--- src/rtl/fp_mul_arbiter.sv ---
// Round-robin arbiter/sequencer sharing one FP multiplier between NUM_REQ
// requesters: accept one operand pair, drive the multiplier for MUL_LATENCY
// cycles, capture its registered result, return it over valid/ready.
module fp_mul_arbiter #(
    parameter int NUM_REQ     = 4,
    parameter int MUL_LATENCY = 1
) (
    input  logic                    clk,
    input  logic                    reset,
    input  logic [NUM_REQ-1:0]      req_valid,
    input  logic [32*NUM_REQ-1:0]   req_a,
    input  logic [32*NUM_REQ-1:0]   req_b,
    output logic [NUM_REQ-1:0]      req_ready,
    output logic [NUM_REQ-1:0]      resp_valid,
    input  logic [NUM_REQ-1:0]      resp_ready,
    output logic [31:0]             resp_data,
    output logic                    busy,
    output logic [31:0]             mul_a,
    output logic [31:0]             mul_b,
    output logic                    mul_enable,
    input  logic [31:0]             mul_out
);
    localparam int PW = $clog2(NUM_REQ);
    localparam int LW = (MUL_LATENCY > 1) ? $clog2(MUL_LATENCY) : 1;
    localparam logic [PW:0]   NREQ     = (PW+1)'(NUM_REQ);
    localparam logic [PW-1:0] LAST_REQ = PW'(NUM_REQ - 1);
    localparam logic [LW-1:0] LAT_INIT = LW'(MUL_LATENCY - 1);

    localparam logic [1:0] S_IDLE    = 2'd0;
    localparam logic [1:0] S_ISSUE   = 2'd1;
    localparam logic [1:0] S_CAPTURE = 2'd2;
    localparam logic [1:0] S_RESP    = 2'd3;

    logic [1:0]         r_state;
    logic [PW-1:0]      r_ptr;
    logic [PW-1:0]      r_gnt;
    logic [LW-1:0]      r_lat;
    logic [31:0]        r_op_a;
    logic [31:0]        r_op_b;
    logic [31:0]        r_resp;

    logic               w_any;
    logic [PW-1:0]      w_gnt_idx;
    logic [PW:0]        w_sum;
    logic [NUM_REQ-1:0] w_gnt_oh;
    logic [NUM_REQ-1:0] w_cur_oh;
    logic [31:0]        w_sel_a;
    logic [31:0]        w_sel_b;
    logic               w_hs;

    // Round-robin pick: scan from the farthest offset down so the requester
    // closest to ptr (modulo wrap) is the one left standing.
    always_comb begin
        w_any     = 1'b0;
        w_gnt_idx = '0;
        w_sum     = '0;
        for (int k = NUM_REQ - 1; k >= 0; k--) begin
            w_sum = {1'b0, r_ptr} + (PW+1)'(k);
            if (w_sum >= NREQ)
                w_sum = w_sum - NREQ;
            if (req_valid[w_sum]) begin
                w_any     = 1'b1;
                w_gnt_idx = w_sum[PW-1:0];
            end
        end
    end

    // Decode new grant / held grant to one-hot and mux the granted operands.
    always_comb begin
        w_gnt_oh = '0;
        w_cur_oh = '0;
        w_sel_a  = '0;
        w_sel_b  = '0;
        for (int i = 0; i < NUM_REQ; i++) begin
            if (w_gnt_idx == PW'(i)) begin
                w_gnt_oh[i] = 1'b1;
                w_sel_a     = req_a[32*i +: 32];
                w_sel_b     = req_b[32*i +: 32];
            end
            if (r_gnt == PW'(i))
                w_cur_oh[i] = 1'b1;
        end
    end

    // Only the granted requester's resp_ready completes the response.
    assign w_hs = |(resp_ready & w_cur_oh);

    // Sequencer: IDLE -> ISSUE (MUL_LATENCY cycles) -> CAPTURE -> RESP.
    always_ff @(posedge clk or posedge reset) begin
        if (reset) begin
            r_state <= S_IDLE;
            r_ptr   <= '0;
            r_gnt   <= '0;
            r_lat   <= '0;
            r_op_a  <= '0;
            r_op_b  <= '0;
            r_resp  <= '0;
        end else begin
            case (r_state)
                S_IDLE: begin
                    if (w_any) begin
                        r_op_a  <= w_sel_a;
                        r_op_b  <= w_sel_b;
                        r_gnt   <= w_gnt_idx;
                        r_lat   <= LAT_INIT;
                        r_state <= S_ISSUE;
                    end
                end
                S_ISSUE: begin
                    if (r_lat == '0)
                        r_state <= S_CAPTURE;
                    else
                        r_lat <= r_lat - 1'b1;
                end
                S_CAPTURE: begin
                    // Last edge had enable=1; sampling later would see the
                    // multiplier's idle pattern instead of the product.
                    r_resp  <= mul_out;
                    r_state <= S_RESP;
                end
                default: begin
                    if (w_hs) begin
                        r_ptr   <= (r_gnt == LAST_REQ) ? '0 : r_gnt + 1'b1;
                        r_state <= S_IDLE;
                    end
                end
            endcase
        end
    end

    // req_ready is gated by reset so outputs drop without waiting for an edge.
    assign req_ready  = (!reset && r_state == S_IDLE && w_any) ? w_gnt_oh : '0;
    assign resp_valid = (r_state == S_RESP) ? w_cur_oh : '0;
    assign resp_data  = r_resp;
    assign busy       = (r_state != S_IDLE);
    assign mul_enable = (r_state == S_ISSUE);
    assign mul_a      = r_op_a;
    assign mul_b      = r_op_b;

endmodule

--- config.mk ---
export PLATFORM = sky130hd
export DESIGN_NAME = fp_mul_arbiter
export DESIGN_NICKNAME = d
export VERILOG_FILES = /design/src/rtl/fp_mul_arbiter.sv
export SDC_FILE = /design/constraint.sdc
export NUM_CORES = 1
export LEC_CHECK = 0
export CAP_MARGIN = 40
export CORE_AREA = 4 4 154 156
export CTS_CLUSTER_SIZE = 14
export DETAILED_ROUTE_END_ITERATION = 12
export DIE_AREA = 0 0 158 160
export SYNTH_ARGS = -nofsm -noshare
export SYNTH_HDL_FRONTEND = slang
export SYNTH_SLANG_ARGS = --single-unit
--- constraint.sdc ---
create_clock -name clk -period 3.7 [get_ports clk]
set_input_delay 0.555 -clock clk [delete_from_list [all_inputs] [get_ports clk]]
set_output_delay 0.555 -clock clk [all_outputs]
set_load 0.05 [all_outputs]
==> results of run 1 <==
-- path summary, 6_finish.rpt --
kind | from | endpoint | slack [ps]
worst max register to register | r_state[0] | mul_b[23] | 1260
min in group asynchronous | reset | mul_b[29] | 780
worst min register to register | resp_data[20] | resp_data[20] | 510
max in group asynchronous | reset | mul_a[12] | 2130
worst min-delay path | resp_data[20] | resp_data[20] | 510
worst max-delay path | req_valid[0] | req_ready[1] | 600
-- cell families (layout without fill, tap and decap cells) --
group                    after synthesis  in the layout
multiplexers                          98             98
flip-flops                           102            102
AND/OR/NAND/NOR                      156            156
AO/OA/AOI/OAI                        143            143
buffers and inverters                 60            440
adder cells (fa/ha/maj)                9              9
-- state kept, by name, summed over array words and instances (netlist names) --
signal,cells
mul_b,32
resp_data,32
r_state,2
r_ptr,2
r_gnt,2
mul_a,32
-- worst max-delay path, delay by kind of cell --
family                 cells  cell delay, ps
buffers and inverters      2             680
AO/OA/AOI/OAI              1             210
AND/OR/NAND/NOR            3            1080
-- routing by layer --
metal  GRT usage  wire (um)  vias up
met5           0          0        -
met4     0.04769        392        0
met3     0.05068       2101       21
met2      0.3253      12310      250
met1      0.2200       9905     2779
li1            -          -     2881
-- placed cells by master, fill, tap and decap left out, types with 2 or more instances in the layout --
cell                                n
sky130_fd_sc_hd__clkdlybuf4s50_1  399
sky130_fd_sc_hd__dfrtp_1          102
sky130_fd_sc_hd__a211oi_1          79
sky130_fd_sc_hd__nor2_1            67
sky130_fd_sc_hd__mux2i_1           64
sky130_fd_sc_hd__and3_1            64
sky130_fd_sc_hd__a211oi_2          49
sky130_fd_sc_hd__mux2_2            34
sky130_fd_sc_hd__buf_4             12
sky130_fd_sc_hd__ha_1               9
sky130_fd_sc_hd__clkbuf_16          9
sky130_fd_sc_hd__buf_12             7
sky130_fd_sc_hd__nand2_1            6
sky130_fd_sc_hd__inv_1              5
sky130_fd_sc_hd__o21ai_0            5
sky130_fd_sc_hd__and2_1             4
sky130_fd_sc_hd__nor4_1             4
sky130_fd_sc_hd__inv_8              3
sky130_fd_sc_hd__and2b_1            2
sky130_fd_sc_hd__nor2b_1            2
sky130_fd_sc_hd__nor3_1             2
sky130_fd_sc_hd__a22oi_1            2
-- metrics by stage --
| step | hold slack, ps | std cells |
|---|---|---|
| final | 509.5 | 1233 |
| after global routing | 518.3 | 1233 |
| after CTS | 511.9 | 1233 |
| after detailed placement | 494.5 | 1217 |
| after global placement | 487.4 | 1217 |
| after floorplan | 456.3 | 568 |
-- report_power, final --
part	internal, mW	leakage [nW]	switching (mW)
Clock	0.544	0.152	0.481
Sequential	1.69	1.15	0.312
Combinational	2.17	3.03	3.68
-- final cells by class --
cell class	instances	area (sq um)
Timing Repair Buffer	418	4224
Multi-Input combinational cell	406	3278
Fill cell	2145	11610
Sequential cell	102	2552
Tap cell	285	356.6
Clock buffer	9	225.2
Clock inverter	7	88.84
Inverter	6	25.02
==> impl_summary.log, run 1 <==
[metrics] standard cell with the maximum stage delay on the critical path: sky130_fd_sc_hd__nor4_1
[metrics] synthesized-area fraction occupied by adder cells: 0.01844
[metrics] Hold Crit Depth: 1
[metrics] number of antenna-violating nets in the routed design: 0
[metrics] Final Net Count: 1250
[metrics] worst slack after detailed placement: 619.2 ps
[metrics] IO Port Bufs: 403
[metrics] post-route DRC violation count: 0
[metrics] CTS tree: done
[metrics] hold bufs inserted after CTS: 0
[metrics] global-route usage over all layers: 0.1844
[metrics] core area: 22370 sq um
[metrics] # H-tree levels: 3
[metrics] drt first pass iters: 4
[metrics] tightest slew margin relative to the limit: 0.4381
[metrics] cell-by-cell listing of the critical path: clkdlybuf4s50_1, and2b_1, o21ba_1, or3_1, nor4_1, buf_12
[metrics] utilization after layout: 0.4807
[metrics] sum of negative setup slack: 0 ps
[metrics] initial antenna violation count: 0
[metrics] number of synthesized flops with an enable pin: 0
[metrics] number of global-route vias before repair: 6052
[metrics] xor and xnor fraction of the mapped netlist area: 0
[metrics] Max Fclk: 322.4 MHz
[metrics] post-DP HPWL: 18.58 mm
[metrics] number of core rows: between 50 and 60
[metrics] delay of the slowest cell on the worst path: 510 ps
[metrics] clock tree sinks: 102
[metrics] number of setup buffers added after CTS: 0
[metrics] clock-pin slew of the registers on the worst-case setup and hold paths: about 70 ps
[metrics] root cell of the clock tree: sky130_fd_sc_hd__clkbuf_16
[metrics] maximum number of pins on one net before global-route repair: 67
[metrics] Max FO, Critical Path: 4
[metrics] total via count in the routed design: 5931
[metrics] setup repair after global routing missed its margin: false
[metrics] final design instance area without fill: approximately 11000 sq um
[metrics] cell count after synthesis: 568
[metrics] critical path startpoint category: input port
[metrics] share of final-layout standard cells stronger than drive strength 1: 0.1329
[metrics] later-pin clock latency in the skew report: 350 ps
[metrics] endpoint arrival time on the critical path: 2550 ps
[metrics] proportion of synthesized chip area in sequential cells: 0.4179
[metrics] initial standard-cell utilization of the core: 0.2731
[metrics] Data required, critical path: 3140 ps
[metrics] share of the synthesized area in the top cell type: 0.4179
[metrics] maximum number of buffers from clock root to sink: 2
[metrics] Synth Net Count: 875
[metrics] Mapped Avg Cell Area: 10.75 sq um
[metrics] most instantiated cells after synthesis: sky130_fd_sc_hd__dfrtp_1 (102), sky130_fd_sc_hd__a211oi_1 (79), sky130_fd_sc_hd__nor2_1 (68)
[metrics] Crit Path Class: in -> out
[metrics] Final Power: 8.885 mW
[metrics] actual transition at the worst max-transition pin: approximately 840 ps
[metrics] Synth Area in Compound Gates: 0.2137
[metrics] first-pass GRT wire length: 36.13 mm
[metrics] min cycle time layout: 3102 ps
[metrics] DR vias/cell: around 4.8
[metrics] Final period util: 0.8384
[metrics] main combinational cell family by area after synthesis: compound AO/OA/AOI/OAI gates
[metrics] area growth from synthesis to layout: 76.03%
[metrics] Post-Route Skew: 8.548 ps
[metrics] share of synthesized flip-flops with an asynchronous set or reset: 1.000
[metrics] kind of end point of the critical path: output pin
[metrics] basic-gate share of the synthesized area counting and, or, nand and nor cells: 0.1303
[metrics] Ports: 404
[metrics] number of buffers created by CTS: 9
[metrics] class of the most critical hold timing path: reg -> reg
[metrics] Die Footprint: ~25000 sq um
[metrics] areal power density over the cells: 826.5 nW/um^2
[metrics] placed instance area: 10440 sq um
[metrics] most common flop cell mapped by yosys: sky130_fd_sc_hd__dfrtp_1
[metrics] count of max-cap constraint violations: 0
[metrics] netlist area before placement: 6107 sq um
[metrics] Routed WL: 24.71 mm
[metrics] global placer's final weighted congestion: roughly 0.81
[metrics] Remaining Overflow, GRT: 0
[metrics] final hold viol count: 0
[metrics] largest area contributor in the netlist: sky130_fd_sc_hd__dfrtp_1
[metrics] number of DRC markers after the initial detailed-route iteration: about 150
[metrics] number of distinct library cell variants in the gate-level netlist after synthesis: 31
[metrics] Warnings, synthesis: 0
[metrics] antenna cell count: 0
[metrics] wire length per cell after detailed routing: approximately 20 um
[metrics] proportion of synthesized area in mux cells: 0.1676
[metrics] post-route worst setup slack: 597.9 ps
[metrics] final slew viol count: 0
[metrics] post-synthesis sequential element count: 102
[metrics] Die Span Y: 160 um
[metrics] Leakage: 4.334 nW
[metrics] most frequent cell after synthesis: sky130_fd_sc_hd__dfrtp_1
[metrics] CTS-repair resized insts: 0
[metrics] die outline width: 158 um
[metrics] count of cells along the worst register-to-register path: 8
[metrics] Final setup violation count: 0
[metrics] IR Drop Worst-Case VDD: between 300 and 400 uV
[metrics] run status: finished clean
[metrics] biggest area contributors in the synthesized netlist: sky130_fd_sc_hd__dfrtp_1 (42%), sky130_fd_sc_hd__mux2i_1 (10%), sky130_fd_sc_hd__a211oi_2 (10%), sky130_fd_sc_hd__a211oi_1 (9.7%), sky130_fd_sc_hd__and3_1 (6.6%)
Power figures use the tool's default switching activity.
==> inputs of run 2 (changes only) <==
clock period = 3.25 ns   (was 3.7 ns; I/O delays follow)
==> impl_summary.log, run 2 (synthesis gave the netlist of run 1 again) <==
[metrics] later-pin clock latency in the skew report: between 300 and 400 ps
[metrics] global placer's final weighted congestion: around 0.8
[metrics] area growth from synthesis to layout: 76.21%
[metrics] min cycle time layout: ~2900 ps
[metrics] share of total power consumed by net switching: 0.5071
[metrics] Max Fclk: between 300 and 400 MHz
[metrics] worst slack after detailed placement: 378.2 ps
[metrics] initial antenna violation count: 0
[metrics] setup repair after global routing missed its margin: false
[metrics] class of the most critical hold timing path: reg -> reg
[metrics] number of core rows: 55
[metrics] die outline width: 158 um
[metrics] final design instance area without fill: around 11000 sq um
[metrics] post-route DRC violation count: 0
[metrics] first-pass GRT wire length: about 36 mm
[metrics] Final Net Count: 1253
[metrics] total via count in the routed design: 6024
[metrics] clock tree sinks: just over 100
[metrics] Ports: between 400 and 500
[metrics] clock-pin slew of the registers on the worst-case setup and hold paths: 80 ps
[metrics] kind of end point of the critical path: output pin
[metrics] number of buffers created by CTS: 9
[metrics] Remaining Overflow, GRT: 0
[metrics] net switching power: roughly 5 mW
[metrics] Final period util: 0.8859
[metrics] root cell of the clock tree: sky130_fd_sc_hd__clkbuf_16
[metrics] wire length per cell after detailed routing: 20.07 um
[metrics] number of DRC markers after the initial detailed-route iteration: about 180
[metrics] Die Footprint: 25280 sq um
[metrics] number of global-route vias before repair: 6271
[metrics] core area: 22370 sq um
[metrics] DR vias/cell: between 4 and 5
[metrics] post-route worst setup slack: 370.7 ps
[metrics] initial standard-cell utilization of the core: 0.2731
[metrics] Die Span Y: ~160 um
[metrics] Crit Path Class: in -> out
[metrics] utilization after layout: 0.4812
[metrics] Max FO, Critical Path: 4
[metrics] share of power burned in the clock network: 0.115
[metrics] IR Drop Worst-Case VDD: about 480 uV
[metrics] Routed WL: approximately 25 mm
[metrics] global-route usage over all layers: 0.1846
[metrics] leading cell type in the layout, fill and taps excluded: sky130_fd_sc_hd__clkdlybuf4s50_1
[metrics] # H-tree levels: 3
[metrics] antenna cell count: 0
[metrics] share of final-layout standard cells stronger than drive strength 1: 0.1377
[metrics] areal power density over the cells: around 940 nW/um^2
[metrics] IO Port Bufs: 403
[metrics] maximum number of buffers from clock root to sink: 2
[metrics] Reg power frac: 0.225
[metrics] placed instance area: 10450 sq um
[metrics] run status: finished clean
[metrics] critical path startpoint category: input port
[metrics] number of antenna-violating nets in the routed design: 0
[metrics] Data required, critical path: 2760 ps
[metrics] Post-Route Skew: 10.30 ps
[metrics] post-DP HPWL: 18.96 mm
[metrics] CTS tree: done
[metrics] drt first pass iters: 4
[metrics] endpoint arrival time on the critical path: 2390 ps
[metrics] combinational share of power: 0.660
[metrics] Final setup violation count: 0
[metrics] maximum number of pins on one net before global-route repair: 39
[metrics] actual transition at the worst max-transition pin: 687.1 ps
[metrics] hold bufs inserted after CTS: 0
[metrics] Final Power: slightly above 10 mW
[metrics] cell-internal power: 5.008 mW
[metrics] final slew viol count: 0
[metrics] count of max-cap constraint violations: 0
[metrics] commonest cells after routing, fill and taps aside: sky130_fd_sc_hd__clkdlybuf4s50_1 (399), sky130_fd_sc_hd__dfrtp_1 (102), sky130_fd_sc_hd__a211oi_1 (79)
[metrics] final hold viol count: 0
[metrics] CTS-repair resized insts: 0
[metrics] number of setup buffers added after CTS: 0
[metrics] Leakage: 4.344 nW
[metrics] tightest slew margin relative to the limit: 0.5419
==> run 2: cell types whose count changed in the layout (fill, tap and decap cells not counted), sizes merged <==
cell,change
buf,+3
clkinv,+2
clkinvlp,-1
inv,-1
==> run 2: worst max-delay path, cell delays in order <==
cell	delay [ps]
sky130_fd_sc_hd__clkdlybuf4s50_1	450
sky130_fd_sc_hd__and2b_1	210
sky130_fd_sc_hd__o21ba_1	220
sky130_fd_sc_hd__or3_1	370
sky130_fd_sc_hd__nor4_1	450
sky130_fd_sc_hd__buf_12	210
==> run 2: power by group through the flow <==
stage / clock network [mW] / logic, mW / registers (mW)
after global placement: 0 / 6.73 / 2.29
final: 1.17 / 6.71 / 2.29
after CTS: 1.22 / 6.78 / 2.30
after global routing: 1.26 / 7.09 / 2.38
after floorplan: 0 / 2.35 / 4.36
after detailed placement: 0 / 6.77 / 2.32
==> run 2: per-stage QoR <==
stage / std cells / setup TNS (ps) / hold WS, ps
final: 1236 / 0 / 507.4
after global routing: 1236 / 0 / 516.5
after CTS: 1236 / 0 / 511.7
after detailed placement: 1220 / 0 / 494.1
after global placement: 1220 / 0 / 486.8
after floorplan: 568 / -337.6 / 456.3
==> run 2: layout make-up <==
type                       count  area (sq um)
multi-input combinational    406          3291
tap                          285         356.6
clock buffer                   9         225.2
inverter                       6         25.02
sequential                   102          2552
timing repair buffer         421          4222
fill                        2148         11600
clock inverter                 7         90.09
==> run 2: routing by layer <==
metal | global-route usage | vias to the layer above | share of wire
met3 | 0.05393 | 25 | 0.085
met1 | 0.2155 | 2872 | 0.40
met5 | 0 | - | 0
li1 | - | 2875 | -
met2 | 0.3262 | 252 | 0.50
met4 | 0.05273 | 0 | 0.018
==> run 2: worst paths after layout <==
path | slack [ps] | from | cells after the start | to
max in group asynchronous | 1780 | reset | 3 | mul_b[14]
min in group asynchronous | 700 | reset | 2 | r_state[1]
hold / removal | 510 | resp_data[5] | 1 | resp_data[5]
hold reg to reg | 510 | resp_data[5] | 1 | resp_data[5]
setup reg to reg | 840 | r_state[0] | 8 | mul_b[31]
setup / recovery | 370 | req_valid[0] | 6 | req_ready[1]
